$ cat src/rtl/jk_bank_ctrl.sv
// Command-driven controller for a bank of external JK flip-flops.
// Issues clear/set/load/toggle in one cycle, or counts the bank up/down for N steps.
module jk_bank_ctrl #(
  parameter int WIDTH = 4,
  parameter int CNT_W = 8
) (
  input  logic             clk,
  input  logic             rst,
  input  logic             cmd_valid,
  output logic             cmd_ready,
  input  logic [2:0]       cmd_op,
  input  logic [WIDTH-1:0] cmd_data,
  input  logic [CNT_W-1:0] cmd_count,
  input  logic [WIDTH-1:0] q_in,
  output logic [WIDTH-1:0] j_out,
  output logic [WIDTH-1:0] k_out,
  output logic             busy,
  output logic             done,
  output logic             err
);

  typedef enum logic [1:0] {S_IDLE, S_APPLY, S_COUNT} state_t;

  localparam logic [2:0] OP_NOP  = 3'b000;
  localparam logic [2:0] OP_CLR  = 3'b001;
  localparam logic [2:0] OP_SET  = 3'b010;
  localparam logic [2:0] OP_LOAD = 3'b011;
  localparam logic [2:0] OP_TOG  = 3'b100;
  localparam logic [2:0] OP_UP   = 3'b101;
  localparam logic [2:0] OP_DN   = 3'b110;
  localparam logic [2:0] OP_ILL  = 3'b111;

  state_t           state_q, state_d;
  logic [2:0]       op_q, op_d;
  logic [WIDTH-1:0] data_q, data_d;
  logic [CNT_W-1:0] rem_q, rem_d;
  logic             done_q, done_d;
  logic             err_q, err_d;
  logic             busy_q, busy_d;
  logic             accept;
  logic [WIDTH-1:0] t_mask;

  assign cmd_ready = (state_q == S_IDLE) && !rst;
  assign accept    = cmd_valid && cmd_ready;
  assign busy      = busy_q;
  assign done      = done_q;
  assign err       = err_q;

  always_comb begin
    state_d = state_q;
    op_d    = op_q;
    data_d  = data_q;
    rem_d   = rem_q;
    done_d  = 1'b0;
    err_d   = 1'b0;
    case (state_q)
      S_IDLE: begin
        if (accept) begin
          op_d   = cmd_op;
          data_d = cmd_data;
          case (cmd_op)
            OP_NOP: done_d = 1'b1;
            OP_ILL: begin
              done_d = 1'b1;
              err_d  = 1'b1;
            end
            OP_CLR, OP_SET, OP_LOAD, OP_TOG: state_d = S_APPLY;
            default: begin
              if (cmd_count == '0) begin
                done_d = 1'b1;
              end else begin
                state_d = S_COUNT;
                rem_d   = cmd_count;
              end
            end
          endcase
        end
      end
      S_APPLY: begin
        state_d = S_IDLE;
        done_d  = 1'b1;
      end
      S_COUNT: begin
        rem_d = rem_q - 1'b1;
        if (rem_q == CNT_W'(1)) begin
          state_d = S_IDLE;
          done_d  = 1'b1;
        end
      end
      default: state_d = S_IDLE;
    endcase
    busy_d = (state_d != S_IDLE);
  end

  // Ripple-carry toggle mask: bit i flips when every lower bit is at its carry/borrow value.
  always_comb begin
    t_mask    = '0;
    t_mask[0] = 1'b1;
    for (int i = 1; i < WIDTH; i++) begin
      if (op_q == OP_DN) t_mask[i] = t_mask[i-1] & ~q_in[i-1];
      else               t_mask[i] = t_mask[i-1] &  q_in[i-1];
    end
  end

  always_comb begin
    j_out = '0;
    k_out = '0;
    if (!rst) begin
      case (state_q)
        S_APPLY: begin
          case (op_q)
            OP_CLR:  k_out = '1;
            OP_SET:  j_out = '1;
            OP_LOAD: begin
              j_out = data_q;
              k_out = ~data_q;
            end
            OP_TOG: begin
              j_out = data_q;
              k_out = data_q;
            end
            default: ;
          endcase
        end
        S_COUNT: begin
          j_out = t_mask;
          k_out = t_mask;
        end
        default: ;
      endcase
    end
  end

  always_ff @(posedge clk) begin
    if (rst) begin
      state_q <= S_IDLE;
      op_q    <= '0;
      data_q  <= '0;
      rem_q   <= '0;
      done_q  <= 1'b0;
      err_q   <= 1'b0;
      busy_q  <= 1'b0;
    end else begin
      state_q <= state_d;
      op_q    <= op_d;
      data_q  <= data_d;
      rem_q   <= rem_d;
      done_q  <= done_d;
      err_q   <= err_d;
      busy_q  <= busy_d;
    end
  end

endmodule

$ cat config.mk
export PLATFORM = sky130hd
export DESIGN_NAME = jk_bank_ctrl
export DESIGN_NICKNAME = d
export VERILOG_FILES = /design/src/rtl/jk_bank_ctrl.sv
export SDC_FILE = /design/constraint.sdc
export NUM_CORES = 1
export LEC_CHECK = 0
export CORE_ASPECT_RATIO = 1.25
export CORE_UTILIZATION = 50
export CTS_CLUSTER_DIAMETER = 150
export CTS_CLUSTER_SIZE = 10
export DETAILED_ROUTE_END_ITERATION = 10
export GPL_ROUTABILITY_DRIVEN = 0
export GPL_TIMING_DRIVEN = 0
export PLACE_DENSITY_LB_ADDON = 0.08
export SYNTH_ARGS = -nofsm -noshare
export SYNTH_HDL_FRONTEND = slang
export SYNTH_SLANG_ARGS = --single-unit
$ cat constraint.sdc
create_clock -name clk -period 5.4 [get_ports clk]
set_input_delay 1.08 -clock clk [delete_from_list [all_inputs] [get_ports clk]]
set_output_delay 1.08 -clock clk [all_outputs]
set_load 0.005 [all_outputs]
### After elaboration in Yosys (flattened, before gate mapping)

Cells that the tools add are included.

* register bits: 20
* bits in latches: 0
* memory bits (writable): 0
* bits in read-only memories: 0
* bits of input ports: 22
* output and inout port bits: 12
* word-level logic and storage cells: 73
* memories: 0

* $add $sub $neg: 1
* $mul: 0
* div/mod/pow operators: 0
* $lt $le $gt $ge: 0
* equal/unequal tests: 16
* shift operators: 0
* multiplexer cells: 24
* bitwise operators: 10
* reductions and logical operators: 15

Operator list (count)
* $mux W8: 3
* $pmux W4 S2: 3
* $pmux W8 S2: 1
* $eq A3 B2 Y1 const B: 4
* $eq A3 B3 Y1 const B: 4
* $pmux W4 S3: 1
* $eq A8 B1 Y1 const B: 1
* $logic_not A8 Y1: 1
* $mux W4: 2
* $pmux W2 S2: 2
* $sub A8 B1 Y8 const B: 1
* $mux W1: 7
* $eq A3 B1 Y1 const B: 2
* $mux W2: 3
* $ne A2 B2 Y1 const B: 3
* $reduce_or A6 Y1: 1
* $not A1 Y1: 5
* $and A1 B1 Y1: 4
* $not A4 Y4: 1
* $reduce_and A4 Y1: 1
* $reduce_bool A2 Y1: 2
* $reduce_or A2 Y1: 2
* $reduce_or A4 Y1: 1
* $logic_not A3 Y1: 1
* 9 further kinds: 10

### Depth between registers and ports, before layout

* depth after elaboration: 8
* mapped depth: 8
* depth with buffers taken out: 6

### Least setup slack after synthesis

No wires, ideal clock.

* kind: input to output
* start: input port q_in[0]
* end: output port j_out[3]
* arrival: 1.584 ns
* required time: 4.320 ns
* path slack: 2.736 ns
* stages on the path: 3
* path buffers: 0
* path through: nor4_1 o21ai_0 a21oi_1

* longest elaborated chain between the ends: 8
* elaborated cells between the ends (all ways): 10
* those cells by class: 5 x mux; 5 x bitwise

RTL lines
* from (decl): line 14 `input logic [WIDTH-1:0] q_in,`
* $not A1 Y1: line 100 `if (op_q == OP_DN) t_mask[i] = t_mask[i-1] & ~q_in[i-1];`
* $mux W1 *: line 100
* $and A1 B1 Y1 (on tied branches): line 101, 100
* $mux W1 *: line 100
* $and A1 B1 Y1 (on tied branches): line 101, 100
* $mux W1 *: line 100
* $pmux W4 S2 *: line 109 `case (state_q)`
* $mux W4 *: line 108 `if (!rst) begin`
* to (decl): line 15 `output logic [WIDTH-1:0] j_out,`

Every way passes the cells marked *; elsewhere a longest branch is shown, timed or not.

### Worst setup path in the final report

* start: input port rst
* end: output port k_out[2]

* longest elaborated chain between the ends: 1

RTL lines
* from (decl): line 8 `input logic rst,`
* $mux W4: line 108
* to (decl): line 16 `output logic [WIDTH-1:0] k_out,`

Every way passes these cells.

==> run_results.csv <==
group,metric,value,unit
detailed_routing,drtAntennaViolNets,0,
grt,grt_max_degree,13,
finish,final_cells,257,
outcome,status,"finished, final reports clean",
critical_path,r2r_end,"rem_q[4]$_SDFFE_PP0P_",
synth,synth_top_area_share,29.0,%
synth,yosys_warnings,0,
finish,design_area,1800,µm²
timing,worst_slack,1.55,ns
timing,finalCritPeriodShare,71.3,%
critical_path,reg2reg_slack,3.35,ns
critical_path,cp-endpoint,"k_out[2]",
timing,rsz0062_at_grt,"false",
flow_run,maxCapViolations,0,
clock_network,post_cts_buffers,0,
timing,slew-limit-headroom,55.4,%
finish,diodes,0,
die,io_pins,34,
clock_network,clk_pin_slew,0.11,ns
grt,antenna_found_initial,0,
power,power.clock.fraction,31.3,%
timing,worst_hold_slack,0.474,ns
grt,grt_overflow,0,
detailed_routing,drt_iter0_drc,91,
power,total_power,0.401,mW
timing,period_minus_slack,3.85,ns
min_path,min_path_cells,2,
power,power_leakage,0.631,nW
place,dpl_cell_area,1740,µm²
critical_path,worst-setup-path-type,"input pin to primary output",
synth,synthFlopType,"dfxtp_1",
clock_network,htreeDepth,1,
timing,finalSetupViolCount,0,
power,ir_worst_vdd,0.142,mV
synth,synth-async-reset-ratio,0,%
clock_network,clock_sinks,20,
grt,grt_pass1_wl,6.27,mm
timing,hold_viol,0,
detailed_routing,num_vias,1582,
grt,grt_pass1_vias,1393,
power,p_sw_share,29.2,%
finish,drive_above_1_share,4.91,%
synth,yosysSeqAreaShare,29.0,%
die,coreArea,2530,µm²
clock_network,cts_buffers,3,
critical_path,critPathCaptureType,"primary output",
detailed_routing,drt_pass1_iterations,6,
timing,drv_slew,0,
power,p_switching,0.117,mW
die,die_height,60.8,µm
synth,synthCells,188,
place,dp.cells,253,
synth,ys_types,43,
critical_path,worst-path-max-fanout,8,
place,port_buffers,32,
synth,syn_area_per_cell,7.35,µm²
synth,synth_edf_count,0,
clock_network,cts_tree,"done",
critical_path,setup.worst_path.start,"rst",
die,dieArea,2980,µm²
clock_network,hold_buffers,0,
detailed_routing,wl,3.74,mm
detailed_routing,vias_per_cell,6.16,
finish,syn_to_final_growth,30.0,%
die,rows,20,
min_path,hold_class,"flop to flop",
power,seq_power_share,42.2,%
timing,max_freq,0.260,GHz
synth,yosys.area.top_type,"dfxtp_1",
clock_network,clk-insertion-delay-late,0.32,ns
clock_network,cts_resized,0,
place,dp_hpwl,2.79,mm
critical_path,critPathLaunchType,"input pin",
place,post-place-ws,1.58,ns
timing,setup_tns,0,ns
timing,worstMarginPinSlew,0.664,ns
power,p_comb_share,26.5,%
detailed_routing,drc,0,
synth,syn_nets,216,
die,initial_utilization,54.7,%
finish,postLayoutCoreUtil,71.0,%
clock_network,cts-root-buf,"clkbuf_4",
synth,yosys_register_bits,20,
detailed_routing,wl_per_cell,14.6,µm
critical_path,regToRegStartpoint,"state_q[1]$_SDFF_PP0_",
grt,gr-usage-all-layers,27.1,%
clock_network,cts.path.max_buffers,2,
power,p_int,0.284,mW
finish,nets,253,
critical_path,reg2reg_depth,7,
synth,syn_area,1380,µm²
timing,fin_skew,0.0108,ns
critical_path,critPathRequiredTime,4.32,ns
power,powerDensity,223,nW/µm²
die,die_x,49.0,µm
critical_path,arrival,2.77,ns
synth,synthTopCellsByArea,"dfxtp_1 29%, nand2_1 8.7%, a21oi_1 7.6%",
==> sequential cells by signal, summed over array words and instances (netlist names) <==
| name | count |
|---|---|
| state_q | 2 |
| done | 1 |
| op_q | 3 |
| rem_q | 8 |
| busy | 1 |
| err | 1 |
| data_q | 4 |
==> worst max-delay path, stage by stage <==
cell and delay, ns:
clkdlybuf4s50_1 0.52, inv_1 0.24, nand2_1 0.22, a21oi_1 0.19
clkdlybuf4s50_1 0.52
==> power by group through the flow <==
stage / clock, mW / combinational [mW] / sequential (mW)
2_1_floorplan: 0 / 0.0636 / 0.170
5_1_grt: 0.131 / 0.118 / 0.171
6_report: 0.126 / 0.106 / 0.169
3_3_place_gp: 0 / 0.101 / 0.172
3_5_place_dp: 0 / 0.104 / 0.172
4_1_cts: 0.127 / 0.105 / 0.169
==> per-layer routing <==
metal | global-route usage [%] | wire length, µm | vias to the layer above
li1 | - | - | 769
met1 | 33.1 | 1570 | 737
met2 | 49.6 | 1870 | 65
met3 | 2.76 | 229 | 11
met4 | 10.5 | 78 | 0
met5 | 0 | 0 | -
==> cell families (layout without fill, tap and decap cells) <==
group	Yosys count	in the layout	share of synthesized area, %
buffers and inverters	17	53	4.98
XOR/XNOR	2	2	1.27
multiplexers	1	1	0.725
AO/OA/AOI/OAI	59	59	28.6
adder cells (fa/ha/maj)	6	6	5.43
flip-flops	20	20	29.0
AND/OR/NAND/NOR	83	83	30.0
==> layout by cell type (no fill, tap or decap), types with 3 or more instances in the layout <==
master           instances
a21boi_0                 5
a21oi_1                 21
a22o_1                   4
buf_2                    4
clkbuf_1                 6
clkbuf_4                 3
clkdlybuf4s50_1         32
dfxtp_1                 20
ha_1                     6
inv_1                    7
nand2_1                 32
nand3_1                 11
nand3b_1                 3
nor2_1                  12
nor3_1                   3
nor3b_1                  3
nor4_1                   5
o21ai_0                  7
o32ai_1                  5
==> cell usage after synthesis (2+ instances only) <==
cell type and instances:
clkbuf_1 6, a21oi_1 21, a22o_1 4, and4_1 2, a211oi_1 2, o32ai_1 5, ha_1 6, nor2_1 12
o21ai_0 7, nor3b_1 3, and3_1 2, inv_1 7, or4_1 2, nor2b_1 2, nand3b_1 3, xnor2_1 2
a21boi_0 5, nand3_1 11, nor4_1 5, dfxtp_1 20, o22ai_1 2, nand2_1 32, buf_2 4, nor3_1 3
a22oi_1 2
==> worst min path at each step <==
stage                     startpoint                     to
2_1_floorplan  rem_q[7]$_SDFFE_PP0P_  rem_q[7]$_SDFFE_PP0P_
3_3_place_gp   rem_q[7]$_SDFFE_PP0P_  rem_q[7]$_SDFFE_PP0P_
3_5_place_dp   rem_q[7]$_SDFFE_PP0P_  rem_q[7]$_SDFFE_PP0P_
4_1_cts        rem_q[7]$_SDFFE_PP0P_  rem_q[7]$_SDFFE_PP0P_
5_1_grt        rem_q[7]$_SDFFE_PP0P_  rem_q[7]$_SDFFE_PP0P_
6_report       rem_q[7]$_SDFFE_PP0P_  rem_q[7]$_SDFFE_PP0P_
==> final cells by class <==
class	instances	area, µm²
multi-input cells	151	912
fillers	217	732
flip-flops and latches	20	400
repair buffers	32	320
plain buffers	10	42.5
well taps	33	41.3
clock inverters	1	30.0
inverters	7	26.3
clock buffers	3	22.5
No activity file was read; power rests on OpenSTA's default activity.
==> edit: new RTL, config.mk and constraints unchanged <==
`WIDTH`: 4 -> 5.
--- a/src/rtl/jk_bank_ctrl.sv
+++ b/src/rtl/jk_bank_ctrl.sv
@@ -3,3 +3,3 @@
 module jk_bank_ctrl #(
-  parameter int WIDTH = 4,
+  parameter int WIDTH = 5,
   parameter int CNT_W = 8
Ports: changed (resized cmd_data, j_out, k_out and q_in); port bits go from 34 to 38. The function was not compared with the original's and may differ.
==> edit against the unedited design <==
  * Sequential cell count rose by 1
  * Synthesized area rose by 10%
  * Cell count grew 7.4%
  * Worst setup slack lost 140 ps
  * Power shrank 12%
  * Routed wire length increased by 7.9%
  * Final area up 8.8%
  * Critical path depth grew 1
  * Clock power shrank 38%
  * Critical endpoint is now k_out[3]
  * Largest cell class unchanged
==> edit: results (changes against the unedited design) <==
* Vias in the first global route at 1658 (was 1393)
* Post-synthesis sequential area ratio at 27.7% (was 29.0%)
* Share of the synthesized area in compound gates (AO/OA/AOI/OAI) at 29.1% (was 28.6%)
* Average via count per standard cell at 6.03 (was 6.16)
* Register cell area after layout at 420 sq um (was 400 sq um)
* Global-route usage over all layers at 27.4% (was 27.1%)
* Global-route wire length before repair at 6990 um (was 6270 um)
* Starting DRC count in detailed routing at 80 (was 91)
* Peak supply drop at 0.188 mV (was 0.142 mV)
* Syn Nets at 230 (was 216)
* Switching Fraction at 32.0% (was 29.2%)
* Standard cell area after detailed placement at 1930 sq um (was 1740 sq um)
* Worst clock skew at 6.37 ps (was 10.8 ps)
* Outcome: complete, no violations (unchanged)
* Number of fill cells at 258 (was 217)
* Detailed route wirelength on metal2 at 2110 um (was 1870 um)
* Maximum fanout encountered on the critical timing path at 3 (was 8)
* Transition time at the pin with the least slew margin at 552 ps (was 664 ps)
* Xor/xnor cell area share of the yosys netlist at 1.73% (was 1.27%)
* Number of port buffers at 36 (was 32)
* WL met1 at 1600 um (was 1570 um)
* Share of final-layout standard cells stronger than drive strength 1 at 7.08% (was 4.91%)
* DPL Wire Length at 3200 um (was 2790 um)
* LEAKAGE at 0.672 nW (was 0.631 nW)
* Largest regs: rem_q (8), data_q (5), op_q (3) (was rem_q (8), data_q (4), op_q (3))
## edit: final timing paths
| kind | startpoint | to | slack, ps | depth (start not counted) |
|---|---|---|---|---|
| setup / recovery | q_in[0] | k_out[3] | 1410 | 6 |
| hold reg to reg | rem_q[7]$_SDFFE_PP0P_ | rem_q[7]$_SDFFE_PP0P_ | 500 | 2 |
| hold / removal | rem_q[7]$_SDFFE_PP0P_ | rem_q[7]$_SDFFE_PP0P_ | 500 | 2 |
| setup reg to reg | state_q[1]$_SDFF_PP0_ | rem_q[7]$_SDFFE_PP0P_ | 3410 | 7 |
## edit: layer usage
metal / global-route usage (%) / vias up
met1: 30.2 / 768
met5: 0 / -
li1: - / 820
met3: 4.11 / 11
met4: 11.1 / 0
met2: 50.5 / 64
## edit: logic make-up after synthesis
kind of cell             Yosys count
multiplexers                       1
adder cells (fa/ha/maj)            6
buffers and inverters             17
AND/OR/NAND/NOR                   88
flip-flops                        21
XOR/XNOR                           3
AO/OA/AOI/OAI                     64
## edit: area by class of cell
class                           count  share of cell area, %
Sequential cell                    21                   21.5
Clock buffer                        3                   1.15
Inverter                            7                   1.35
Clock inverter                      1                  0.256
Multi-Input combinational cell    162                   52.8
Tap cell                           36                   2.31
Timing Repair Buffer               36                   18.4
Buffer                             10                   2.18
## edit: power groups by stage
stage | registers (mW) | logic, mW | clock network, mW
floorplan | 0.175 | 0.0589 | 0
global placement | 0.177 | 0.0976 | 0
detailed placement | 0.178 | 0.101 | 0
CTS | 0.174 | 0.101 | 0.0780
global route | 0.176 | 0.112 | 0.0861
finish | 0.175 | 0.102 | 0.0782
## edit: tightest hold or removal path, cell delays in order, from the launching register on
cell and delay [ps]:
dfxtp_1 330, nand2_1 60, o32ai_1 70
